### src/rtl/cache_pkg.sv
// Shared types and address-split constants for the cache tag lookup block.
package cache_pkg;

    localparam int ADDR_W   = 12;
    localparam int TAG_W    = 5;
    localparam int SET_W    = 3;
    localparam int OFF_W    = 4;
    localparam int NUM_SETS = 8;

    // One tag-array entry; field order matches the downstream tag format.
    typedef struct packed {
        logic             valid;
        logic             dirty;
        logic [TAG_W-1:0] tag;
    } tag_entry_t;

    typedef enum logic [1:0] {
        IDLE      = 2'd0,
        RESP      = 2'd1,
        FILL_WAIT = 2'd2
    } lookup_state_t;

endpackage

### src/rtl/cache_lru_ctrl.sv
// Per-set LRU age tracking. Each way carries an age; 0 is most recently used
// and WAYS-1 is least recently used. The ages within a set always form a
// permutation of 0..WAYS-1.
module cache_lru_ctrl
    import cache_pkg::*;
#(
    parameter int WAYS = 4
) (
    input  logic                     clk,
    input  logic                     rst,
    input  logic                     touch_en,
    input  logic [SET_W-1:0]         touch_set,
    input  logic [$clog2(WAYS)-1:0]  touch_way,
    input  logic [SET_W-1:0]         query_set,
    output logic [$clog2(WAYS)-1:0]  victim_way
);

    localparam int WW = $clog2(WAYS);

    logic [WW-1:0] ages [NUM_SETS][WAYS];
    logic [WW-1:0] touch_age;

    assign touch_age = ages[touch_set][touch_way];

    // Age update: touched way becomes 0, every younger way ages by one.
    always_ff @(posedge clk) begin
        if (rst) begin
            for (int s = 0; s < NUM_SETS; s++) begin
                for (int w = 0; w < WAYS; w++) begin
                    ages[s][w] <= WW'(w);
                end
            end
        end else if (touch_en) begin
            for (int w = 0; w < WAYS; w++) begin
                if (w == int'(touch_way)) begin
                    ages[touch_set][w] <= '0;
                end else if (ages[touch_set][w] < touch_age) begin
                    ages[touch_set][w] <= ages[touch_set][w] + 1'b1;
                end
            end
        end
    end

    // Oldest way of the queried set.
    always_comb begin
        victim_way = '0;
        for (int w = 0; w < WAYS; w++) begin
            if (ages[query_set][w] == WW'(WAYS - 1)) begin
                victim_way = WW'(w);
            end
        end
    end

endmodule

### src/rtl/cache_tag_lookup.sv
// Tag lookup stage of the cache read/replace block. Owns the tag array and LRU
// state, reports hit/miss, hit or victim way and victim write-back info, and
// installs the new tag once the downstream refill completes.
// Optional hit/miss statistics counters: define CACHE_LOOKUP_STATS_EN.
module cache_tag_lookup
    import cache_pkg::*;
#(
    parameter int WAYS   = 4,
    parameter int STAT_W = 16
) (
    input  logic                     clk,
    input  logic                     rst,
    input  logic                     req_valid,
    output logic                     req_ready,
    input  logic [ADDR_W-1:0]        req_addr,
    input  logic                     req_write,
    output logic                     resp_valid,
    input  logic                     resp_ready,
    output logic                     resp_hit,
    output logic [$clog2(WAYS)-1:0]  resp_way,
    output logic [SET_W-1:0]         resp_set,
    output logic [OFF_W-1:0]         resp_offset,
    output logic                     victim_dirty,
    output logic [TAG_W-1:0]         victim_tag,
    input  logic                     fill_done,
    output logic [STAT_W-1:0]        hit_count,
    output logic [STAT_W-1:0]        miss_count
);

    localparam int WW = $clog2(WAYS);

    lookup_state_t state;
    tag_entry_t    tag_mem [NUM_SETS][WAYS];

    logic [TAG_W-1:0] req_tag;
    logic [SET_W-1:0] req_set;
    logic [OFF_W-1:0] req_off;
    logic [TAG_W-1:0] lat_tag;
    logic             lat_write;

    logic [WAYS-1:0]  match_vec;
    logic             hit_lk;
    logic [WW-1:0]    hit_way_lk;
    logic             inv_found;
    logic [WW-1:0]    inv_way;
    logic [WW-1:0]    lru_victim;
    logic [WW-1:0]    vic_way;
    tag_entry_t       vic_entry;

    logic             accept;
    logic             hit_hs;
    logic             miss_hs;
    logic             fill_en;

    assign req_tag = req_addr[11:7];
    assign req_set = req_addr[6:4];
    assign req_off = req_addr[3:0];

    assign accept  = (state == IDLE) && req_ready && req_valid;
    assign hit_hs  = (state == RESP) && resp_ready && resp_hit;
    assign miss_hs = (state == RESP) && resp_ready && !resp_hit;
    assign fill_en = (state == FILL_WAIT) && fill_done;

    // Tag compare and lowest-index invalid way for the incoming request's set.
    always_comb begin
        match_vec  = '0;
        hit_way_lk = '0;
        inv_found  = 1'b0;
        inv_way    = '0;
        for (int w = 0; w < WAYS; w++) begin
            if (tag_mem[req_set][w].valid && (tag_mem[req_set][w].tag == req_tag)) begin
                match_vec[w] = 1'b1;
                hit_way_lk   = WW'(w);
            end
        end
        for (int w = WAYS - 1; w >= 0; w--) begin
            if (!tag_mem[req_set][w].valid) begin
                inv_found = 1'b1;
                inv_way   = WW'(w);
            end
        end
    end

    assign hit_lk    = |match_vec;
    assign vic_way   = inv_found ? inv_way : lru_victim;
    assign vic_entry = tag_mem[req_set][vic_way];

    cache_lru_ctrl #(
        .WAYS (WAYS)
    ) u_lru (
        .clk        (clk),
        .rst        (rst),
        .touch_en   (hit_hs || fill_en),
        .touch_set  (resp_set),
        .touch_way  (resp_way),
        .query_set  (req_set),
        .victim_way (lru_victim)
    );

    // Request FSM with registered handshake and response outputs.
    always_ff @(posedge clk) begin
        if (rst) begin
            state        <= IDLE;
            req_ready    <= 1'b0;
            resp_valid   <= 1'b0;
            resp_hit     <= 1'b0;
            resp_way     <= '0;
            resp_set     <= '0;
            resp_offset  <= '0;
            victim_dirty <= 1'b0;
            victim_tag   <= '0;
        end else begin
            case (state)
                IDLE: begin
                    req_ready <= 1'b1;
                    if (accept) begin
                        assert ($onehot0(match_vec))
                            else $error("cache_tag_lookup: multiple ways match one tag");
                        req_ready    <= 1'b0;
                        resp_valid   <= 1'b1;
                        resp_hit     <= hit_lk;
                        resp_way     <= hit_lk ? hit_way_lk : vic_way;
                        resp_set     <= req_set;
                        resp_offset  <= req_off;
                        victim_dirty <= !hit_lk && vic_entry.valid && vic_entry.dirty;
                        victim_tag   <= hit_lk ? '0 : vic_entry.tag;
                        state        <= RESP;
                    end
                end
                RESP: begin
                    if (resp_ready) begin
                        resp_valid <= 1'b0;
                        if (resp_hit) begin
                            req_ready <= 1'b1;
                            state     <= IDLE;
                        end else begin
                            state     <= FILL_WAIT;
                        end
                    end
                end
                FILL_WAIT: begin
                    if (fill_done) begin
                        req_ready <= 1'b1;
                        state     <= IDLE;
                    end
                end
                default: begin
                    state     <= IDLE;
                    req_ready <= 1'b0;
                end
            endcase
        end
    end

    // Request tag and write flag captured at accept; needed later for fill.
    always_ff @(posedge clk) begin
        if (accept) begin
            lat_tag   <= req_tag;
            lat_write <= req_write;
        end
    end

    // Tag array: dirty on write hit, full entry install on refill completion.
    always_ff @(posedge clk) begin
        if (rst) begin
            for (int s = 0; s < NUM_SETS; s++) begin
                for (int w = 0; w < WAYS; w++) begin
                    tag_mem[s][w] <= '0;
                end
            end
        end else if (hit_hs && lat_write) begin
            tag_mem[resp_set][resp_way].dirty <= 1'b1;
        end else if (fill_en) begin
            tag_mem[resp_set][resp_way] <= '{valid: 1'b1, dirty: lat_write, tag: lat_tag};
        end
    end

`ifdef CACHE_LOOKUP_STATS_EN
    logic [STAT_W-1:0] hit_cnt;
    logic [STAT_W-1:0] miss_cnt;

    function automatic logic [STAT_W-1:0] sat_inc(input logic [STAT_W-1:0] v);
        return (&v) ? v : v + 1'b1;
    endfunction

    // Saturating hit/miss counters, one step per completed response handshake.
    always_ff @(posedge clk) begin
        if (rst) begin
            hit_cnt  <= '0;
            miss_cnt <= '0;
        end else begin
            if (hit_hs)  hit_cnt  <= sat_inc(hit_cnt);
            if (miss_hs) miss_cnt <= sat_inc(miss_cnt);
        end
    end

    assign hit_count  = hit_cnt;
    assign miss_count = miss_cnt;
`else
    assign hit_count  = '0;
    assign miss_count = '0;
`endif

endmodule

### config.mk
export PLATFORM = sky130hd
export DESIGN_NAME = cache_tag_lookup
export DESIGN_NICKNAME = d
export VERILOG_FILES = /design/src/rtl/cache_pkg.sv /design/src/rtl/cache_lru_ctrl.sv /design/src/rtl/cache_tag_lookup.sv
export SDC_FILE = /design/constraint.sdc
export NUM_CORES = 1
export LEC_CHECK = 0
export CAP_MARGIN = 20
export CORE_UTILIZATION = 53
export DETAILED_ROUTE_END_ITERATION = 8
export MAX_ROUTING_LAYER = met4
export PLACE_DENSITY = 0.71
export SETUP_SLACK_MARGIN = 0.15
export SLEW_MARGIN = 25
export SYNTH_ARGS = -nofsm -noshare
export SYNTH_HDL_FRONTEND = slang
export SYNTH_HIERARCHICAL = 1
export SYNTH_SLANG_ARGS = --single-unit
export TNS_END_PERCENT = 100
### constraint.sdc
create_clock -name clk -period 4.75 [get_ports clk]
set_input_delay 0.95 -clock clk [delete_from_list [all_inputs] [get_ports clk]]
set_output_delay 0.95 -clock clk [all_outputs]
set_load 0.01 [all_outputs]
Yosys cells after proc, flatten, opt, wreduce, memory -nomap -nowiden:

Memories as Yosys holds them, arrays and structs flattened. A register that Yosys moved wholly into a read port is not among the register bits.
Cells that the tools add are included.
Widths: inputs -> output; s select.

* flip-flop bits (word level): 26
* bits in writable memories: 288
* input bits: 18
* output and inout port bits: 50
* logic and storage cells: 228
* memories: 2

Memories
* tag_mem: depth 8, width 28, read ports 1, clocked after memory_dff 0, wr ports 8, RTL line cache_tag_lookup.sv:33 `tag_entry_t tag_mem [NUM_SETS][WAYS];`
* u_lru.ages: depth 8, width 8, read ports 2, clocked after memory_dff 1, wr ports 8, RTL line cache_lru_ctrl.sv:20 `logic [WW-1:0] ages [NUM_SETS][WAYS];`

* add/subtract/negate cells: 4
* order comparisons: 7
* equality and inequality tests: 16
* multiplexer cells: 129
* bitwise logic cells: 34
* reduce and logical (&&, ||, !) cells: 25

Operators by type and width (number)
* $mux 28: 4
* $mux 1: 87
* $mux 2: 20
* $or 1x1->1: 32
* $demux 7 s2: 2
* $reduce_or 28->1: 1
* $mux 7: 3
* $eq 5x5->1: 4
* $bmux 7 s2: 1
* $logic_and 1x1->1: 13
* $mux 3: 4
* $reduce_and 3->1: 3
* $add 2x1->2 const B: 4
* $eq 2x2->1 const B: 4
* $lt 2x2->1: 4
* $mux 8: 1
* $ne 2x2->1 const B: 4
* $reduce_or 8->1: 1
* $ge 3x3->1 const B: 2
* $mux 6: 1
* $not 2->3: 2
* $pmux 2 s3: 1
* $mux 5: 1
* $bmux 2 s2: 1
* 13 further kinds: 15

Depth between registers and ports, before layout:

* depth in word-level cells: 13
* depth in mapped cells: 15

Modules after synthesis:

Netlist, hierarchy kept.

By module, submodules not included
* cache_tag_lookup: instances 1, cells an instance 1054, area an instance 12580.8 µm², seq. area each 6986.7 µm²
* cache_lru_ctrl: instances 1, cells an instance 370, area an instance 4056.4 µm², seq. area each 1921.8 µm²

Least setup slack after synthesis:

Ideal clock, no wire load.

* path kind: reg-to-reg
* start: register resp_set[2]
* end: memory u_lru/ages[1][1] in the netlist's numbering (data pin)
* library setup time: 291 ps
* arrival time: 3530 ps
* required time: 4459 ps
* slack: 929 ps
* cell stages (with the launch flop): 14
* path through: dfxtp_1 buf_2 buf_2 buf_2 mux2_2 nand3_1 o2111ai_1 mux4_2 inv_1 ha_1 or2_2 a2111o_1 o211ai_1 o211ai_1

RTL lines
* from (decl): RTL line cache_tag_lookup.sv:21 `output logic [SET_W-1:0] resp_set,`
* from (signal assigned): RTL line cache_tag_lookup.sv:123 `resp_set <= req_set;`
* to (decl): RTL line cache_lru_ctrl.sv:20

==> results.json <==
{
  "status": "finished, violations left",
  "violations": "DRC",
  "p_leak_nw": 7.38,
  "ys_seq_area_share_pct": 53.5,
  "cts.clk_slew.worst_paths_ps": 60,
  "cts.repair.resized": 0,
  "grt_pass1_wl_microns": 66800,
  "timing.final.crit_share_pct": 86.2,
  "syn-cell-area_sq_um": 16600,
  "cts_buffers": 36,
  "path_max_fanout": 30,
  "root_buffer": "clkbuf_16",
  "viasPerCell": 6.42,
  "reg2reg_depth": 10,
  "drive_gt1_share_pct": 14.9,
  "grt_overflow": 0,
  "top_level_ports": 68,
  "crit_arrival_ps": 4300,
  "hold_path_depth": 2,
  "fmax_ghz": 0.244,
  "rows": 64,
  "fin_crit_ps": 4100,
  "drt-initial-drc-count": 1288,
  "hold_start": "resp_offset[1]$_SDFFE_PP0P_",
  "ir_drop_mv": 0.292,
  "hold_viol_final": 0,
  "ys.flop_type": "edfxtp_1",
  "reg2reg_from": "resp_set[2]$_SDFFE_PP0P_",
  "end_kind": "flop",
  "reg2reg_to": "u_lru/ages[1][1]$_SDFFCE_PN1P_",
  "power_density_nw_per_um2": 377,
  "grtUsageTotal_pct": 28.4,
  "ys_warn_count": 6,
  "synth_area_per_cell_sq_um": 11.7,
  "vias": 11700,
  "slew_headroom_pct": 26.8,
  "skew_ps": 25.8,
  "hp-class": "reg -> reg",
  "antenna_found_initial": 0,
  "ant_nets": 0,
  "die-height_microns": 179,
  "cts.hold.buffers_added": 0,
  "core-area_sq_um": 30700,
  "routed_wl_microns": 43300,
  "cts_tree": "built",
  "finalSetupViolations": 0,
  "first_pass_iters": 9,
  "place_congestion": 0.900,
  "clock-sinks": 314,
  "dp_hpwl_microns": 28400,
  "clock_latency_ps": 520,
  "grt_pass1_vias": 11400,
  "hold_end": "resp_offset[1]$_SDFFE_PP0P_",
  "rrSetupSlack_ps": 650,
  "maxCapViolCount": 0,
  "grt_max_degree": 80,
  "routedWlPerCell_microns": 23.6,
  "worst_slack_ps": 654,
  "post_cts_buffers": 0,
  "critPathLaunchType": "flop",
  "synth_top_area_share_pct": 47.3,
  "rsz0062_at_grt": "no",
  "path_class": "reg -> reg",
  "syn_inst": 1424,
  "synth.largest_area_cell": "edfxtp_1",
  "ys_top_cells_by_count": "edfxtp_1 (262), and3_1 (165), a21o_1 (96)",
  "ctsLongestPathBuffers": 3,
  "nets": 1432,
  "start_util_pct": 54.1,
  "yosysUniqueCellTypes": 84,
  "die_w_microns": 179,
  "slew_violations": 0,
  "ys_seq_elements": 314,
  "synth_area_leaders": "edfxtp_1 (47%), dfxtp_1 (6.3%), and3_1 (6.2%), mux2i_1 (4.6%), mux4_2 (4.5%)",
  "post-route-drc-count": 7,
  "synth_most_common_cell": "edfxtp_1",
  "fin_tns_setup_ps": 0,
  "h-tree-depth": 2,
  "numPortBuffers": 35,
  "die_area_sq_um": 32100,
  "synth-edff-count": 262,
  "tightest_slew_ps": 1090,
  "utilization_pct": 59.7,
  "async_flop_share_pct": 0,
  "dp_slack_ps": 721,
  "antenna_cells": 0,
  "cp.required_ps": 4950,
  "area_growth_syn_to_layout_pct": 10.3
}
## power breakdown
group	leakage [nW]	switching, W	internal [W]
combinational	3.77	0.000577	0.000318
sequential	3.01	0.0000896	0.00307
clock	0.609	0.00113	0.00175
total	7.38	0.00179	0.00513
## critical path, cell delays in order, from the launching register on
cell	delay [ps]
dfxtp_2	730
buf_4	370
mux4_2	340
mux2_2	320
mux4_2	450
inv_1	150
ha_1	260
or2_2	300
a2111o_1	360
o211ai_1	320
o211ai_1	160
## worst max path at each step
| stage | endpoint | slack, ps | startpoint |
|---|---|---|---|
| after floorplan | u_lru/ages[1][1]$_SDFFCE_PN1P_ | 930 | resp_set[2]$_SDFFE_PP0P_ |
| after detailed placement | u_lru/ages[1][1]$_SDFFCE_PN1P_ | 720 | resp_set[2]$_SDFFE_PP0P_ |
| after global placement | u_lru/ages[1][3]$_SDFFCE_PN1P_ | 790 | resp_set[2]$_SDFFE_PP0P_ |
| after CTS | u_lru/ages[1][1]$_SDFFCE_PN1P_ | 680 | resp_set[2]$_SDFFE_PP0P_ |
| after global routing | u_lru/ages[1][1]$_SDFFCE_PN1P_ | 460 | resp_set[1]$_SDFFE_PP0P_ |
| final | u_lru/ages[1][1]$_SDFFCE_PN1P_ | 650 | resp_set[2]$_SDFFE_PP0P_ |
## area by class of cell
class / count / area (sq um)
clock buffers: 47 / 1020
clock inverters: 19 / 221
fillers: 2512 / 12400
inverters: 48 / 180
multi-input cells: 939 / 6900
flip-flops and latches: 314 / 8910
well taps: 396 / 495
repair buffers: 67 / 626
## cell usage in the layout, fill, tap and decap left out, drive strengths merged, types with 11 or more instances in the layout
cell and instances:
o31ai 14, clkinv 16, edfxtp 262, nor3 33, nand2 82, clkdlybuf4s50 31, o22ai 38, a21oi 17
o21ai 28, nor2 88, nand3 25, buf 36, and3 165, clkbuf 47, a21o 96, mux2 42
dfxtp 52, inv 45, mux2i 78, mux4 33, nand2b 11, conb 32
## logic make-up after synthesis
group | count (synthesis) | synth area share [%]
AO/OA/AOI/OAI | 279 | 12.5
XOR/XNOR | 10 | 0.526
adder cells (fa/ha/maj) | 8 | 0.602
buffers and inverters | 202 | 6.01
flip-flops | 314 | 53.5
multiplexers | 153 | 12.1
other | 1 | 0.0225
AND/OR/NAND/NOR | 457 | 14.7
## metal layers
layer / wire length, microns / part of all wire [%] / vias to the layer above / GRT usage [%]
li1: - / - / 5279 / -
met1: 18400 / 43 / 5845 / 37.7
met2: 20700 / 48 / 516 / 45.8
met3: 2870 / 6.6 / 104 / 3.60
met4: 1250 / 2.9 / 0 / 8.37
met5: 0 / 0 / - / -
## registers in the layout, summed over array words and instances (netlist names)
signal / count
lat_tag: 5
tag_mem: 224
resp_set: 3
victim_dirty: 1
resp_hit: 1
victim_tag: 5
resp_way: 2
state: 2
resp_valid: 1
resp_offset: 4
u_lru/ages: 64
req_ready: 1
lat_write: 1
## stage by stage
stage                     power (W)  hold slack [ps]  cell area [sq um]  std cells
after floorplan             0.00380              449              16800       1455
after global placement      0.00407              444              17000       1761
after detailed placement    0.00409              448              17100       1764
after CTS                   0.00693              456              18300       1830
after global routing        0.00712              486              18400       1830
final                       0.00693              457              18400       1830
(Power assumes the default switching activity.)
